===== src/rtl/derandomizer_if.sv =====
// Symbol-stream bundle between the demapper, the derandomizer and the frame buffer.
// The master drives received symbols; the slave returns derandomized payload and lock status.
interface derandomizer_if;
    logic [1:0] i_sym;
    logic       i_valid;
    logic [1:0] o_data;
    logic       o_valid;
    logic       o_sof;
    logic       o_lock;
    logic       o_asm_miss;

    modport master (
        output i_sym, i_valid,
        input  o_data, o_valid, o_sof, o_lock, o_asm_miss
    );

    modport slave (
        input  i_sym, i_valid,
        output o_data, o_valid, o_sof, o_lock, o_asm_miss
    );
endinterface


===== src/rtl/derandomizer.sv =====
// CCSDS Gold-sequence derandomizer: finds the ASM, restarts the x/y PRN at every frame
// and XORs it onto the 2-bit payload symbols, keeping lock through a miss flywheel.
module derandomizer #(
    parameter int                   ASM_LEN    = 16,
    parameter logic [2*ASM_LEN-1:0] ASM        = 32'h1ACFFC1D,
    parameter int                   FRAME_SYMS = 64,
    parameter int                   MISS_MAX   = 2
) (
    input  logic          i_clk,
    input  logic          i_reset,
    derandomizer_if.slave bus
);
    localparam int CNT_MAX = (FRAME_SYMS > ASM_LEN) ? FRAME_SYMS : ASM_LEN;
    localparam int CNT_W   = $clog2(CNT_MAX);
    localparam int MISS_W  = (MISS_MAX > 0) ? $clog2(MISS_MAX + 1) : 1;
    localparam int HIST_W  = 2 * ASM_LEN - 2;

    localparam logic [CNT_W-1:0]  LAST_DATA = CNT_W'(FRAME_SYMS - 1);
    localparam logic [CNT_W-1:0]  LAST_ASM  = CNT_W'(ASM_LEN - 1);
    localparam logic [MISS_W-1:0] MISS_LIM  = MISS_W'(MISS_MAX);
    localparam logic [17:0]       X_SEED    = 18'h00001;
    localparam logic [17:0]       Y_SEED    = 18'h3FFFF;

    typedef enum logic [1:0] {
        SEARCH = 2'd0,
        DATA   = 2'd1,
        CHECK  = 2'd2
    } state_t;

    state_t               state, state_nx;
    logic [HIST_W-1:0]    hist, hist_nx;
    logic [2*ASM_LEN-1:0] win_nx;
    logic                 match;
    logic [CNT_W-1:0]     cnt, cnt_nx;
    logic [MISS_W-1:0]    miss, miss_nx;
    logic [17:0]          x, x_nx, y, y_nx;
    logic [1:0]           prn;

    logic [1:0] data_q, data_nx;
    logic       valid_q, valid_nx;
    logic       sof_q, sof_nx;
    logic       lock_q;
    logic       amiss_q, amiss_nx;

    function automatic logic [17:0] x_step(input logic [17:0] v);
        return {v[7] ^ v[0], v[17:1]};
    endfunction

    function automatic logic [17:0] y_step(input logic [17:0] v);
        return {v[10] ^ v[7] ^ v[5] ^ v[0], v[17:1]};
    endfunction

    // The window holds the previous ASM_LEN-1 symbols; the match includes the symbol arriving now.
    assign win_nx = {hist, bus.i_sym};
    assign match  = (win_nx == ASM);
    assign prn    = {x[4] ^ x[6] ^ x[15] ^ (^{y[15:8], y[6:5]}), x[0] ^ y[0]};

    always_comb begin
        state_nx = state;
        hist_nx  = hist;
        cnt_nx   = cnt;
        miss_nx  = miss;
        x_nx     = x;
        y_nx     = y;
        data_nx  = '0;
        valid_nx = 1'b0;
        sof_nx   = 1'b0;
        amiss_nx = 1'b0;
        if (bus.i_valid) begin
            hist_nx = win_nx[HIST_W-1:0];
            case (state)
                SEARCH: begin
                    if (match) begin
                        x_nx     = X_SEED;
                        y_nx     = Y_SEED;
                        cnt_nx   = '0;
                        state_nx = DATA;
                    end
                end
                DATA: begin
                    data_nx  = bus.i_sym ^ prn;
                    valid_nx = 1'b1;
                    sof_nx   = (cnt == '0);
                    x_nx     = x_step(x);
                    y_nx     = y_step(y);
                    if (cnt == LAST_DATA) begin
                        cnt_nx   = '0;
                        state_nx = CHECK;
                    end else begin
                        cnt_nx = cnt + 1'b1;
                    end
                end
                CHECK: begin
                    if (cnt == LAST_ASM) begin
                        cnt_nx   = '0;
                        x_nx     = X_SEED;
                        y_nx     = Y_SEED;
                        state_nx = DATA;
                        if (match) begin
                            miss_nx = '0;
                        end else begin
                            amiss_nx = 1'b1;
                            // Flywheel: keep framing blind until too many consecutive misses.
                            if (miss >= MISS_LIM) begin
                                miss_nx  = '0;
                                state_nx = SEARCH;
                            end else begin
                                miss_nx = miss + 1'b1;
                            end
                        end
                    end else begin
                        cnt_nx = cnt + 1'b1;
                    end
                end
                default: state_nx = SEARCH;
            endcase
        end
    end

    always_ff @(posedge i_clk or posedge i_reset) begin
        if (i_reset) begin
            state <= SEARCH;
        end else begin
            state <= state_nx;
        end
    end

    // Output stage: everything the frame buffer sees is registered one cycle after acceptance.
    always_ff @(posedge i_clk or posedge i_reset) begin
        if (i_reset) begin
            hist    <= '0;
            cnt     <= '0;
            miss    <= '0;
            x       <= X_SEED;
            y       <= Y_SEED;
            data_q  <= '0;
            valid_q <= 1'b0;
            sof_q   <= 1'b0;
            lock_q  <= 1'b0;
            amiss_q <= 1'b0;
        end else begin
            hist    <= hist_nx;
            cnt     <= cnt_nx;
            miss    <= miss_nx;
            x       <= x_nx;
            y       <= y_nx;
            data_q  <= data_nx;
            valid_q <= valid_nx;
            sof_q   <= sof_nx;
            lock_q  <= (state_nx != SEARCH);
            amiss_q <= amiss_nx;
        end
    end

    assign bus.o_data     = data_q;
    assign bus.o_valid    = valid_q;
    assign bus.o_sof      = sof_q;
    assign bus.o_lock     = lock_q;
    assign bus.o_asm_miss = amiss_q;
endmodule


===== src/flat_wrapper.sv =====
// flat-port wrapper written by rule: the top's interface ports become plain ports
module derandomizer_flat 
#(
    parameter int                   ASM_LEN    = 16,
    parameter logic [2*ASM_LEN-1:0] ASM        = 32'h1ACFFC1D,
    parameter int                   FRAME_SYMS = 64,
    parameter int                   MISS_MAX   = 2
)
  (i_clk, i_reset, bus_i_sym, bus_i_valid, bus_o_data, bus_o_valid, bus_o_sof, bus_o_lock, bus_o_asm_miss);
  derandomizer_if bus_i ();
  input  logic i_clk;
  input  logic i_reset;
  input wire logic [$bits(bus_i.i_sym)-1:0] bus_i_sym;
  input wire logic [$bits(bus_i.i_valid)-1:0] bus_i_valid;
  output wire logic [$bits(bus_i.o_data)-1:0] bus_o_data;
  output wire logic [$bits(bus_i.o_valid)-1:0] bus_o_valid;
  output wire logic [$bits(bus_i.o_sof)-1:0] bus_o_sof;
  output wire logic [$bits(bus_i.o_lock)-1:0] bus_o_lock;
  output wire logic [$bits(bus_i.o_asm_miss)-1:0] bus_o_asm_miss;
  assign bus_i.i_sym = bus_i_sym;
  assign bus_i.i_valid = bus_i_valid;
  assign bus_o_data = bus_i.o_data;
  assign bus_o_valid = bus_i.o_valid;
  assign bus_o_sof = bus_i.o_sof;
  assign bus_o_lock = bus_i.o_lock;
  assign bus_o_asm_miss = bus_i.o_asm_miss;
  derandomizer #(.ASM_LEN(ASM_LEN), .ASM(ASM), .FRAME_SYMS(FRAME_SYMS), .MISS_MAX(MISS_MAX)) u_core (.i_clk(i_clk), .i_reset(i_reset), .bus(bus_i));
endmodule

===== config.mk =====
export PLATFORM = sky130hd
export DESIGN_NAME = derandomizer_flat
export DESIGN_NICKNAME = d
export VERILOG_FILES = /design/src/rtl/derandomizer_if.sv /design/src/rtl/derandomizer.sv /design/src/flat_wrapper.sv
export SDC_FILE = /design/constraint.sdc
export NUM_CORES = 1
export LEC_CHECK = 0
export CORE_MARGIN = 2
export CORE_UTILIZATION = 55
export CTS_CLUSTER_SIZE = 10
export DETAILED_ROUTE_END_ITERATION = 10
export GPL_TIMING_DRIVEN = 0
export PLACE_DENSITY = 0.79
export SYNTH_ARGS = -nofsm -noshare
export SYNTH_HDL_FRONTEND = slang
export SYNTH_SLANG_ARGS = --single-unit

===== constraint.sdc =====
create_clock -name i_clk -period 2.6 [get_ports i_clk]
set_input_delay 0.26 -clock i_clk [delete_from_list [all_inputs] [get_ports i_clk]]
set_output_delay 0.26 -clock i_clk [all_outputs]
set_load 0.005 [all_outputs]

Word level (Yosys, flattened, before mapping)
Cells that the tools add are included.

word-level totals
  register bits after elaboration = 82
  logic and storage cells = 67
  input bits = 5
  output and inout port bits = 6

cells by class
  mux-type cells = 29
  equal/unequal tests = 7
  $lt $le $gt $ge = 1
  add/sub/neg operators = 2
  bitwise logic cells = 9
  reduce and logical (&&, ||, !) cells = 8

operator list
  operator                count
  $pmux W18 S3            2
  $mux W18                4
  $eq A32 B29 Y1 const B  1
  $mux W2                 9
  $mux W6                 3
  $pmux W6 S3             1
  $reduce_xor A10 Y1      1
  $mux W1                 9
  $xor A1 B1 Y1           8
  $add A6 B1 Y6 const B   1
  $eq A6 B4 Y1 const B    1
  $eq A6 B6 Y1 const B    1
  $logic_not A6 Y1        1
  $pmux W2 S3             1
  $reduce_and A3 Y1       2
  $ne A2 B1 Y1 const B    2
  $reduce_and A4 Y1       1
  $reduce_bool A3 Y1      1
  $add A2 B1 Y2 const B   1
  $eq A2 B1 Y1 const B    1
  $eq A2 B2 Y1 const B    1
  $ge A2 B2 Y1 const B    1
  $logic_not A2 Y1        1
  $reduce_bool A2 Y1      1
  $xor A2 B2 Y2           1

Depth between registers and ports, before layout
  depth in word-level cells = 7
  gate-level depth with buffers = 7
  mapped depth without buffers = 6

Worst setup path before layout
Ideal clock, no wire load.

  path type = register -> register
  start point = register u_core.state[0]
  end point = register u_core.x[0]
  period minus slack after synthesis = 1834 ps
  slack = 766 ps
  setup time = 82 ps
  path buffers = 2
  arrival = 1752 ps
  cell stages (with the launch flop) = 8
  data required time = 2518 ps
  cells stage by stage = dfrtp_1 -> ha_1 -> nor2b_1 -> clkbuf_1 -> nand2_4 -> nor2_8 -> buf_12 -> mux2_4

between the ends
  word-level cells in the longest chain between the ends = 3
  elaborated cells between the ends (all ways) = 8
  classes of those cells = eq/ne (4); mux (1); reduce/logical (3)

RTL lines
  what                                                                        RTL line             text
  start, declared                                                             derandomizer.sv:30   state_t state, state_nx;
  start signal, assigned                                                      derandomizer.sv:124  state <= state_nx;
  $eq A2 B2 Y1 (tied with other cells)                                        derandomizer.sv:71   case (state)
  $ne A2 B1 Y1 (no source line) / $reduce_bool A3 Y1 (equally long branches)  --
  $reduce_and A4 Y1 (no source line)                                          --
  end signal, assigned                                                        derandomizer.sv:145  x <= x_nx;
  end, declared                                                               derandomizer.sv:36   logic [17:0] x, x_nx, y, y_nx;

Parallel ways exist; a longest one is shown, timed or not.
A chain may end at the register's enable or synchronous reset.

Worst setup path after layout
  start point = register u_core.state[1]
  end point = register u_core.sof_q, in the netlist u_core.bus.o_sof

between the ends
  word-level cells in the longest chain between the ends = 3

RTL lines
  what                  RTL line             text
  $eq A2 B1 Y1          derandomizer.sv:71
  $mux W1               derandomizer.sv:71
  $mux W1               derandomizer.sv:69   if (bus.i_valid) begin
  via u_core.sof_nx     derandomizer.sv:41   logic sof_q, sof_nx;
  end signal, assigned  derandomizer.sv:149  sof_q <= sof_nx;
  end, declared         derandomizer.sv:41

The timed path passes the listed nets, and every way through them passes these cells.

==> impl_metrics.env <==
export IMPL_min_period_ps=2300
export IMPL_clock_sinks=82
export IMPL_fin_tns_setup_ps=0
export IMPL_synth_distinct_cells=52
export IMPL_fin_worst_skew_ps=16.3
export IMPL_async_reset_ff_share_pct=100
export IMPL_ys_warn_count=0
export IMPL_rsz0062_at_grt="no"
export IMPL_postCtsHoldBufs=0
export IMPL_final_area_um2=4430
export IMPL_antenna_found_initial=0
export IMPL_slew_violations=0
export IMPL_tritoncts="yes"
export IMPL_num_nets_final=358
export IMPL_dp_cells=432
export IMPL_drcViolationCount=0
export IMPL_synth_fp_nets=337
export IMPL_drive_gt1_share_pct=28.7
export IMPL_overflow=0
export IMPL_path_clk_slew_ps=90
export IMPL_p_leak_uw=0.00176
export IMPL_clkLatencyLatePin_ps=350
export IMPL_p_total_uw=4250
export IMPL_setup_worst_path_end_class="register"
export IMPL_antennaDiodeCount=0
export IMPL_cts_root_buffer="clkbuf_8"
export IMPL_peakVddDrop_v=0.000547
export IMPL_die_w_um=88.9
export IMPL_hold_violations=0
export IMPL_dp_hpwl_mm=4.78
export IMPL_hp_class="in2async"
export IMPL_synth_top_area_share_pct=39.8
export IMPL_start_util_pct=57.7
export IMPL_instances_no_fill=448
export IMPL_synth_area_leaders="dfrtp_1 40%, dfstp_2 13%, mux2_2 11%, xnor2_1 3.5%, mux2_4 3.4%"
export IMPL_cts_repair_resized=0
export IMPL_grt_use_total_pct=19.8
export IMPL_final_util_pct=64.5
export IMPL_cp_required_ps=2840
export IMPL_start_kind="register"
export IMPL_post_drt_wl_per_cell_um=15.6
export IMPL_synth_main_ff_cell="dfrtp_1"
export IMPL_cp_arrival_ps=2550
export IMPL_dieArea_um2=7900
export IMPL_drv_cap=0
export IMPL_tightestPinTransition_ps=641
export IMPL_cp_max_fo=10
export IMPL_yosys_register_bits=82
export IMPL_ant_nets=0
export IMPL_path_class="reg2reg"
export IMPL_grt_pass1_vias=2501
export IMPL_synth_edf_count=0
export IMPL_port_buffers=9
export IMPL_relSlewSlack_pct=57.2
export IMPL_power_density_nw_per_um2=960
export IMPL_synth_top_area_cell="dfrtp_1"
export IMPL_setup_viol=0
export IMPL_pin_count=11
export IMPL_die_y_um=88.9
export IMPL_drtIter0Drc=151
export IMPL_maxClockFrequency_mhz=435
export IMPL_vias=2532
export IMPL_synth_common_cells="63 x dfrtp_1, 40 x mux2_2, 24 x o21ai_0"
export IMPL_drt_pass1_iterations=4
export IMPL_syn_area_um2=3960
export IMPL_syn_avg_cell_area_um2=12.2
export IMPL_postSynthCellCount=326
export IMPL_drt_wl_total_mm=7.00
export IMPL_core_um2=6870
export IMPL_placedInstanceArea_um2=4200
export IMPL_grt_max_degree=64
export IMPL_status="completed"
export IMPL_cts_setup_buffers=0
export IMPL_place_congestion=0.815
export IMPL_period_share_pct=88.5
export IMPL_cts_buffers_inserted=9
export IMPL_avgViaCountPerCell=5.65
export IMPL_yosysSeqAreaShare_pct=52.4
export IMPL_area_delta_synth_final_pct=11.8
export IMPL_clockBufferDepth=2
export IMPL_row_count=30
export IMPL_cts_max_level=3
export IMPL_synth_most_common_cell="dfrtp_1"
export IMPL_grt_first_pass_wirelength_mm=11.9
[per-stage QoR]
stage | setup WS [ps] | hold slack [ps]
final | 299 | 203
after global routing | 61.0 | 198
after CTS | 258 | 191
after detailed placement | 258 | 492
after global placement | -930 | 484
after floorplan | 263 | 412
[placed cells by master, fill, tap and decap left out, types with 2 or more instances in the layout]
cell             count
a211oi_1             2
and3_1               2
and4_1               2
and4b_1              2
buf_1                4
buf_2                3
bufinv_16            2
clkbuf_1            10
clkbuf_8            10
clkdlybuf4s50_1      9
dfrtp_1             63
dfstp_2             19
ha_1                 6
inv_1                9
mux2_2              40
mux2_4               9
nand2_1             22
nand2b_1            19
nand3_1              7
nand4_1              4
nand4_2              2
nor2_1               5
nor3_1               2
o2111ai_1            2
o211ai_1             2
o21a_1               2
o21ai_0             24
o21ai_1              3
o21bai_1             2
o22ai_1              3
o31ai_1             16
xnor2_1             16
xor2_1               2
[where the power goes]
group | internal, µW | switching [µW]
Sequential | 1710 | 278
Clock | 573 | 454
Combinational | 660 | 581
[layer usage]
layer,vias to the layer above,GRT usage [%],wire length (µm)
met5,-,0,0
met4,0,7.58,72
met3,8,4.99,228
met2,53,30.7,3390
met1,1261,26.9,3310
li1,1210,-,-
[registers in the layout (all words and copies together), names as in the netlist]
signal,flops
u_core.state,2
u_core.bus.o_lock,1
u_core.miss,2
u_core.hist,30
u_core.bus.o_sof,1
u_core.bus.o_asm_miss,1
u_core.x,18
u_core.bus.o_data,2
u_core.bus.o_valid,1
u_core.y,18
u_core.cnt,6
[final cells by class]
type,count,area (µm²)
repair buffers,10,118
flip-flops and latches,82,2080
multi-input cells,217,1770
well taps,96,120
inverters,10,40.0
plain buffers,17,83.8
clock buffers,11,141
clock inverters,5,85.1
fillers,532,2440
[critical path, cell delays in order, from the launching register on]
cell      delay [ps]
dfrtp_1          450
inv_1            120
ha_1             300
clkbuf_1         440
buf_1            400
nand2_1          240
nor3_1           240
[worst paths after layout]
| check | from | to | slack (ps) | cells after the start |
|---|---|---|---|---|
| max reg2reg | u_core.state[1] | u_core.bus.o_sof | 300 | 6 |
| max in group asynchronous | i_reset | u_core.y[17] | 1780 | 3 |
| min in group i_clk | bus_i_valid | u_core.bus.o_asm_miss | 350 | 3 |
| min | i_reset | u_core.x[1] | 200 | 2 |
| min reg2reg | u_core.x[12] | u_core.x[11] | 510 | 2 |
| max | u_core.state[1] | u_core.bus.o_sof | 300 | 6 |
[logic make-up (layout without fill, tap and decap cells)]
logic type	count (synthesis)	after routing	share of synthesized area [%]
AO/OA/AOI/OAI	68	68	11.7
XOR/XNOR	18	18	3.98
adder cells (fa/ha/maj)	6	6	1.89
buffers and inverters	27	53	3.06
flip-flops	82	82	52.4
multiplexers	49	49	14.8
AND/OR/NAND/NOR	76	76	12.2
(Power assumes the default switching activity.)
